## src/rtl/datapath_pkg.sv

```systemverilog
// Shared constants for the single-bus datapath: control-vector bit positions and ALU opcodes.
// Feature macro DATAPATH_MULDIV_EN enables MUL/DIV in datapath_alu.
package datapath_pkg;

    localparam int DEFAULT_WIDTH   = 32;
    localparam int DEFAULT_NUM_GPR = 16;

    // enable[] bit positions (R0-R15 occupy [15:0])
    localparam int EN_HI     = 16;
    localparam int EN_LO     = 17;
    localparam int EN_PC     = 20;
    localparam int EN_MDR    = 21;
    localparam int EN_INPORT = 22;
    localparam int EN_IR     = 23;
    localparam int EN_Z      = 24;
    localparam int EN_MAR    = 25;
    localparam int EN_Y      = 27;
    localparam int EN_INCPC  = 28;

    // busSelect[] bit positions (R0-R15 occupy [15:0]); lower index has priority
    localparam int BS_HI     = 16;
    localparam int BS_LO     = 17;
    localparam int BS_ZHI    = 18;
    localparam int BS_ZLO    = 19;
    localparam int BS_PC     = 20;
    localparam int BS_MDR    = 21;
    localparam int BS_INPORT = 22;
    localparam int BS_C      = 23;

    typedef enum logic [3:0] {
        OP_ADD  = 4'd0,
        OP_SUB  = 4'd1,
        OP_AND  = 4'd2,
        OP_OR   = 4'd3,
        OP_SHR  = 4'd4,
        OP_SHL  = 4'd5,
        OP_NOT  = 4'd6,
        OP_NEG  = 4'd7,
        OP_ROR  = 4'd8,
        OP_ROL  = 4'd9,
        OP_MUL  = 4'd10,
        OP_DIV  = 4'd11,
        OP_SHRA = 4'd12
    } alu_op_e;

endpackage

```

## src/rtl/datapath_alu.sv

```systemverilog
// Combinational ALU: A = Y, B = bus, 64-bit {hi, lo} result; incpc forces {0, B+1}.
// MUL/DIV are only built when DATAPATH_MULDIV_EN is defined; otherwise they yield 0.
module datapath_alu
    import datapath_pkg::*;
#(
    parameter int W = DEFAULT_WIDTH
) (
    input  logic [W-1:0]   a,
    input  logic [W-1:0]   b,
    input  logic [3:0]     opcode,
    input  logic           incpc,
    output logic [2*W-1:0] result
);

    localparam int SW = $clog2(W);

    logic [SW-1:0]  shamt;
    logic [2*W-1:0] ror_full;
    logic [2*W-1:0] rol_full;

    assign shamt    = b[SW-1:0];
    // Rotates shift a doubled copy of A so the wrapped bits fall into place
    assign ror_full = {a, a} >> shamt;
    assign rol_full = {a, a} << shamt;

`ifdef DATAPATH_MULDIV_EN
    logic signed [2*W-1:0] a_ext;
    logic signed [2*W-1:0] b_ext;
    logic signed [2*W-1:0] product;
    logic signed [W-1:0]   quo;
    logic signed [W-1:0]   rem;
    logic                  div_ovf;

    assign a_ext   = {{W{a[W-1]}}, a};
    assign b_ext   = {{W{b[W-1]}}, b};
    assign product = a_ext * b_ext;
    // Most-negative / -1 wraps to the dividend with zero remainder
    assign div_ovf = (a == {1'b1, {(W-1){1'b0}}}) && (b == {W{1'b1}});
    assign quo     = (b == '0 || div_ovf) ? $signed(a) : $signed(a) / $signed(b);
    assign rem     = (b == '0 || div_ovf) ? '0 : $signed(a) % $signed(b);
`endif

    always_comb begin
        result = '0;
        if (incpc) begin
            result[W-1:0] = b + {{(W-1){1'b0}}, 1'b1};
        end else begin
            case (alu_op_e'(opcode))
                OP_ADD:  result[W-1:0] = a + b;
                OP_SUB:  result[W-1:0] = a - b;
                OP_AND:  result[W-1:0] = a & b;
                OP_OR:   result[W-1:0] = a | b;
                OP_SHR:  result[W-1:0] = a >> shamt;
                OP_SHL:  result[W-1:0] = a << shamt;
                OP_SHRA: result[W-1:0] = $signed(a) >>> shamt;
                OP_ROR:  result[W-1:0] = ror_full[W-1:0];
                OP_ROL:  result[W-1:0] = rol_full[2*W-1:W];
                OP_NOT:  result[W-1:0] = ~b;
                OP_NEG:  result[W-1:0] = -b;
`ifdef DATAPATH_MULDIV_EN
                OP_MUL:  result = product;
                OP_DIV: begin
                    if (b == '0) begin
                        result = {a, {W{1'b1}}};
                    end else begin
                        result = {rem, quo};
                    end
                end
`else
                OP_MUL:  result = '0;
                OP_DIV:  result = '0;
`endif
                default: result[W-1:0] = b;
            endcase
        end
    end

endmodule

```

## src/rtl/datapath.sv

```systemverilog
// Single-bus CPU datapath: register file, special registers, priority bus mux and ALU.
// DATAPATH_MULDIV_EN selects whether the ALU carries a multiplier/divider.
module datapath
    import datapath_pkg::*;
#(
    parameter int WIDTH   = DEFAULT_WIDTH,
    parameter int NUM_GPR = DEFAULT_NUM_GPR
) (
    input  logic             clk,
    input  logic             clr,
    input  logic [31:0]      enable,
    input  logic [31:0]      busSelect,
    input  logic [WIDTH-1:0] inPort,
    input  logic [WIDTH-1:0] MDataIn,
    input  logic             MD_Read,
    input  logic             IncPC,
    input  logic [3:0]       Control_Signals,
    output logic [WIDTH-1:0] busMuxOut,
    output logic [WIDTH-1:0] r1,
    output logic [WIDTH-1:0] r2,
    output logic [WIDTH-1:0] r3,
    output logic [WIDTH-1:0] mdr,
    output logic [WIDTH-1:0] zhi,
    output logic [WIDTH-1:0] zlo,
    output logic [WIDTH-1:0] pc,
    output logic [WIDTH-1:0] hi,
    output logic [WIDTH-1:0] lo,
    output logic [WIDTH-1:0] temp
);

    logic [WIDTH-1:0]   gpr [NUM_GPR];
    logic [WIDTH-1:0]   hi_q, lo_q, pc_q, ir_q, mar_q, mdr_q, inport_q, y_q;
    logic [2*WIDTH-1:0] z_q;
    logic [2*WIDTH-1:0] alu_result;
    logic [WIDTH-1:0]   bus;
    logic [WIDTH-1:0]   bus_src [BS_C+1];
    logic               incpc_eff;

    assign incpc_eff = IncPC | enable[EN_INCPC];

    always_comb begin
        for (int i = 0; i <= BS_C; i++) begin
            bus_src[i] = '0;
        end
        for (int i = 0; i < NUM_GPR; i++) begin
            bus_src[i] = gpr[i];
        end
        bus_src[BS_HI]     = hi_q;
        bus_src[BS_LO]     = lo_q;
        bus_src[BS_ZHI]    = z_q[2*WIDTH-1:WIDTH];
        bus_src[BS_ZLO]    = z_q[WIDTH-1:0];
        bus_src[BS_PC]     = pc_q;
        bus_src[BS_MDR]    = mdr_q;
        bus_src[BS_INPORT] = inport_q;
        bus_src[BS_C]      = {{(WIDTH-19){ir_q[18]}}, ir_q[18:0]};
    end

    // Scan from the top down so the lowest asserted select ends up on the bus
    always_comb begin
        bus = '0;
        for (int i = BS_C; i >= 0; i--) begin
            if (busSelect[i]) bus = bus_src[i];
        end
    end

    datapath_alu #(.W(WIDTH)) u_alu (
        .a      (y_q),
        .b      (bus),
        .opcode (Control_Signals),
        .incpc  (incpc_eff),
        .result (alu_result)
    );

    always_ff @(posedge clk or posedge clr) begin
        if (clr) begin
            for (int i = 0; i < NUM_GPR; i++) gpr[i] <= '0;
            hi_q     <= '0;
            lo_q     <= '0;
            pc_q     <= '0;
            ir_q     <= '0;
            mar_q    <= '0;
            mdr_q    <= '0;
            inport_q <= '0;
            y_q      <= '0;
            z_q      <= '0;
        end else begin
            for (int i = 0; i < NUM_GPR; i++) begin
                if (enable[i]) gpr[i] <= bus;
            end
            if (enable[EN_HI])     hi_q     <= bus;
            if (enable[EN_LO])     lo_q     <= bus;
            if (enable[EN_PC])     pc_q     <= bus;
            if (enable[EN_IR])     ir_q     <= bus;
            if (enable[EN_MAR])    mar_q    <= bus;
            if (enable[EN_Y])      y_q      <= bus;
            if (enable[EN_MDR])    mdr_q    <= MD_Read ? MDataIn : bus;
            if (enable[EN_INPORT]) inport_q <= inPort;
            if (enable[EN_Z])      z_q      <= alu_result;
        end
    end

    // MAR and the upper IR bits feed logic outside this slice
    logic unused_bits;
    assign unused_bits = ^{enable[31:29], enable[26], enable[19:18],
                           busSelect[31:24], mar_q, ir_q[WIDTH-1:19]};

    assign busMuxOut = bus;
    assign r1        = gpr[1];
    assign r2        = gpr[2];
    assign r3        = gpr[3];
    assign mdr       = mdr_q;
    assign zhi       = z_q[2*WIDTH-1:WIDTH];
    assign zlo       = z_q[WIDTH-1:0];
    assign pc        = pc_q;
    assign hi        = hi_q;
    assign lo        = lo_q;
    assign temp      = y_q;

endmodule

```

## config.mk

```make
export PLATFORM = sky130hd
export DESIGN_NAME = datapath
export DESIGN_NICKNAME = d
export VERILOG_FILES = /design/src/rtl/datapath_pkg.sv /design/src/rtl/datapath_alu.sv /design/src/rtl/datapath.sv
export SDC_FILE = /design/constraint.sdc
export NUM_CORES = 2
export LEC_CHECK = 0
export BUFFER_PORTS_ARGS = -buffer_cell sky130_fd_sc_hd__clkbuf_2
export CAP_MARGIN = 30
export CORE_MARGIN = 2
export CORE_UTILIZATION = 56
export CTS_BUF_LIST = sky130_fd_sc_hd__clkbuf_4
export DETAILED_ROUTE_END_ITERATION = 10
export PLACE_DENSITY = 0.79
export SLEW_MARGIN = 20
export SYNTH_ARGS = -nofsm -noshare
export SYNTH_HDL_FRONTEND = slang
export SYNTH_SLANG_ARGS = --single-unit
```

## constraint.sdc

```tcl
create_clock -name clk -period 28.6 [get_ports clk]
set_clock_uncertainty 0.1 [all_clocks]
set_input_delay 5.72 -clock clk [delete_from_list [all_inputs] [get_ports clk]]
set_output_delay 5.72 -clock clk [all_outputs]
set_load 0.005 [all_outputs]
```

# Word-level counts from Yosys, hierarchy flattened
# Index checks and enable logic that the tools add are counted.
# word_totals
register_bits	755
latch_bits	0
ramBits	0
rom_bits	0
inputBits	136
out_inout_bits	352
wordCells	78
memories	0
# op_classes
add_sub_neg	4
mul	0
div_mod_pow	0
magnitude_cmp	0
n_eq_ne	12
n_shift	5
n_mux	27
n_bitwise	4
reduce_logical	2
# op_table
cell	count
32-bit two-way mux	26
32-bit case mux with 12 select lines	1
64-bit by 5-bit left shift with 64-bit output	1
64-bit by 5-bit right shift with 32-bit output	1
32-bit by 1-bit adder with 32-bit output, second input constant	1
32-bit adder	1
32-bit bitwise AND	1
32-bit negator	1
32-bit NOT	1
32-bit OR	1
32-bit by 5-bit left shift with 32-bit output	1
32-bit by 5-bit right shift with 32-bit output	1
32-bit by 5-bit >>> shifter with 32-bit output	1
32-bit subtractor	1
4-bit == test, second input constant	5
4-bit by 3-bit == test with 1-bit output, second input constant	4
4-bit by 2-bit == test with 1-bit output, second input constant	2
4-bit by 1-bit == test with 1-bit output, second input constant	1
4-bit logical NOT	1
2-bit OR reduction	1
1-bit OR	1

# Depth between registers and ports, before layout
# logic_depth
word_depth	27
ltp_mapped	30
mapped_depth_nobuf	22

# Hierarchy
# Synthesis repeated with hierarchy kept, for this count alone.
# unflattened
cells_unflattened	6128
hier_area_um2	52745.6
# modules_own_cells
mod	n_inst	cells_each	area_per_inst_um2	seq_area_each_um2
datapath	1	4426	41237.0	19693.9
datapath_alu	1	1702	11508.5	0.0

# Worst setup path after synthesis
# Ideal clock, no wire load.
# synth_path
kind	in2out
start	input busSelect[13]
end	output busMuxOut[3]
arrival_ns	8.391
t_required_ns	22.780
path_slack_ns	14.389
stages	13
n_path_buf	9
path_cell_list	buf_2 -> or3_1 -> clkbuf_1 -> buf_2 -> a2111oi_0 -> o21ai_1 -> buf_4 -> inv_2 -> buf_2 -> clkbuf_1 -> buf_2 -> buf_2 -> clkbuf_1
# synth_between
elab_chain_cells	14
# synth_lines
element	line_no	text
from (decl)	datapath.sv:12	input logic [31:0] busSelect,
32-bit two-way mux (14 in a row)	datapath.sv:62	if (busSelect[i]) bus = bus_src[i];
to (decl)	datapath.sv:18	output logic [WIDTH-1:0] busMuxOut,
# No other way between the ends.

# Final worst setup path
# layout_path
start	input busSelect[0]
end	output busMuxOut[0]
# layout_between
elab_chain_cells	1
# layout_lines
element	line_no
32-bit two-way mux	datapath.sv:62
# No other way between the ends.

==> impl_metrics.toml <==
[logic_synthesis]
yosysSeqAreaShare_pct = 38.6
synth_top_area_share_pct = 38.6
syn_avg_cell_area_sq_um = 8.71
syn_area_sq_um = 48900
synth-edff-count = 0
synth_top_area_cell = "dfrtp_1"
synth_cells = 5617
synth.area.top_cells = "dfrtp_1 (39%), mux2_2 (7.3%), a21oi_1 (7.1%)"
ys_warn_count = 0
async_flop_share_pct = 100
ys_types = 102
synth-seq-cells = 755
synth_commonest_cells = "dfrtp_1 (755), a21oi_1 (691), nor2_1 (656), nand2_1 (403), clkbuf_1 (338)"
post-synth-top-count-cell = "dfrtp_1"
synthFlopType = "dfrtp_1"

[clocking]
clkSlewWorstSetupHoldPaths_ns = 0.06
clk_path_buf_depth = 3
cts_hold_buf = 0
clock-root-buffer = "clkbuf_4"
cts_resized = 0
cts_setup_buffers = 0
cts_sinks = 755
cts_tree = "yes"
clk_latency_ns = 1.19
cts_max_level = 4
cts_buffers = 198

[timing]
finalSetupViolCount = 0
timing.final.ws_setup_ns = 12.74
fin_tns_setup_ns = 0
slew-limit-headroom_pct = 9.73
rsz0062_at_grt = "false"
tightestPinTransition_ns = 1.35
hold_violations = 0
layout_min_cycle_time_ns = 15.86
period_share_pct = 55.4
slew_viol_final = 0
fmax_ghz = 0.0631

[critical_path]
startpoint_type = "primary input"
crit_end = "busMuxOut[0]"
critPathKind = "in2out"
crit_chain = "clkbuf_2 -> buf_4 -> a221oi_1 -> o2111ai_1 -> a211oi_2 -> a2111oi_4 -> nand2_2 -> buf_4 -> clkinv_2 -> clkbuf_2"
cp_data_required_time_ns = 22.78
r2r-start = "r2[0]$_DFFE_PP0P_"
endpoint_kind = "output pin"
path_delay_family = "compound AO/OA/AOI/OAI gates"
cp.arrival_ns = 10.04
r2r-end = "z_q[28]$_DFFE_PP0P_"
max_stage_delay_ns = 1.09
critical_path.max_fanout = 40
slowest_stage = "a221oi_1"
crit_buf_inv = 5
reg2reg_depth = 23
rrSetupSlack_ns = 19.42
cp_num_cells = 10
cp-startpoint = "busSelect[0]"

[place]
hpwlAfterDp_microns = 164000
post-place-ws_ns = 13.07
io_buffers = 440
routabilityCongestion = 1.16

[floorplanning]
die_w_microns = 300
start_util_pct = 56.4
io_pins = 488
core_area_sq_um = 86800
dieArea_sq_um = 89800
die_h_microns = 300
rows = 108

[route]
dr.pass1.iters = 7
drc = 0
drtIter0Drc = 8051
routed_wl_microns = 233000
viasPerCell = 7.03
ant_nets = 0
num_vias = 49000
wl_per_cell_microns = 33.3

[power]
ir_drop_v = 0.0000534
power_density_nw_per_um2 = 85.8
power_uw = 4510
leakagePower_uw = 0.0225

[grt]
grt_max_degree = 164
grtUsageTotal_pct = 50.7
antenna_found_initial = 17
grt_pass1_vias = 45300
grt_pass1_wl_microns = 328000
gr-total-overflow = 0

[min_path]
min_delay_path_depth = 1
hold_path.class = "reg2reg"

[finish]
drive_above_1_share_pct = 22.9
nets = 5914
area_growth_pct = 7.33

[job]
maxCapViolations = 0

[run_status]
status = "finished, final reports clean"
per-layer routing:
metal  track usage, %  wire length (microns)
met5                0                     76
met4             40.0                  22600
met3             18.2                  33900
met2             71.7                  95400
met1             62.8                  80700
sequential cells by signal, indices dropped and copies added (netlist names):
name	count
inport_q	32
bus_src	416
mdr	32
ir_q	19
r2	32
pc	32
z_q	32
hi	32
lo	32
r3	32
r1	32
temp	32
report_power, final:
group	switching, uW	internal (uW)	leakage [uW]
logic	1330	657	0.0125
registers	259	1310	0.00851
clock network	484	463	0.00144
layout by cell type (no fill, tap or decap), drive strengths merged, types with 81 or more instances in the layout:
cell / instances
a21oi: 694
nor2: 656
buf: 175
ha: 98
o21ai: 299
clkbuf: 725
inv: 166
a221oi: 93
mux2i: 169
mux2: 316
a31oi: 81
dfrtp: 755
nand2: 403
how the worst min path moves through the flow:
| stage | startpoint | endpoint |
|---|---|---|
| detailed placement | bus_src[386]$_DFFE_PP0P_ | bus_src[386]$_DFFE_PP0P_ |
| floorplan | bus_src[427]$_DFFE_PP0P_ | bus_src[427]$_DFFE_PP0P_ |
| global placement | bus_src[344]$_DFFE_PP0P_ | bus_src[344]$_DFFE_PP0P_ |
| finish | bus_src[280]$_DFFE_PP0P_ | bus_src[280]$_DFFE_PP0P_ |
| global route | bus_src[506]$_DFFE_PP0P_ | bus_src[506]$_DFFE_PP0P_ |
| CTS | bus_src[519]$_DFFE_PP0P_ | bus_src[519]$_DFFE_PP0P_ |
kinds of logic after synthesis:
family	after synthesis	synth area share (%)
mux	487	10.8
simple gates	1493	13.8
xor+xnor	65	1.16
flops	755	38.6
compound gates	1762	23.0
other cells	1	0.00766
fa+ha+maj	100	2.59
buf+inv	954	10.0
layout make-up:
cell class                 instances  area (sq um)
fill                            7626         34200
clock inverter                    52           293
inverter                         166           641
multi-input combinational       3939         25500
tap                             1155          1450
antenna                           12          30.0
sequential                       755         18900
timing repair buffer             618          3610
clock buffer                     282          2120
stage by stage:
| stage | cell area [sq um] | hold slack (ns) | utilization (%) | cells |
|---|---|---|---|---|
| floorplan | 49100 | 0.371 | - | 5648 |
| global placement | 49900 | 0.380 | 57.6 | 6621 |
| detailed placement | 50000 | 0.388 | 57.7 | 6627 |
| CTS | 52400 | 0.402 | 60.4 | 6961 |
| global route | 52500 | 0.413 | 60.5 | 6972 |
| finish | 52500 | 0.401 | 60.6 | 6979 |
(Power assumes the default switching activity.)
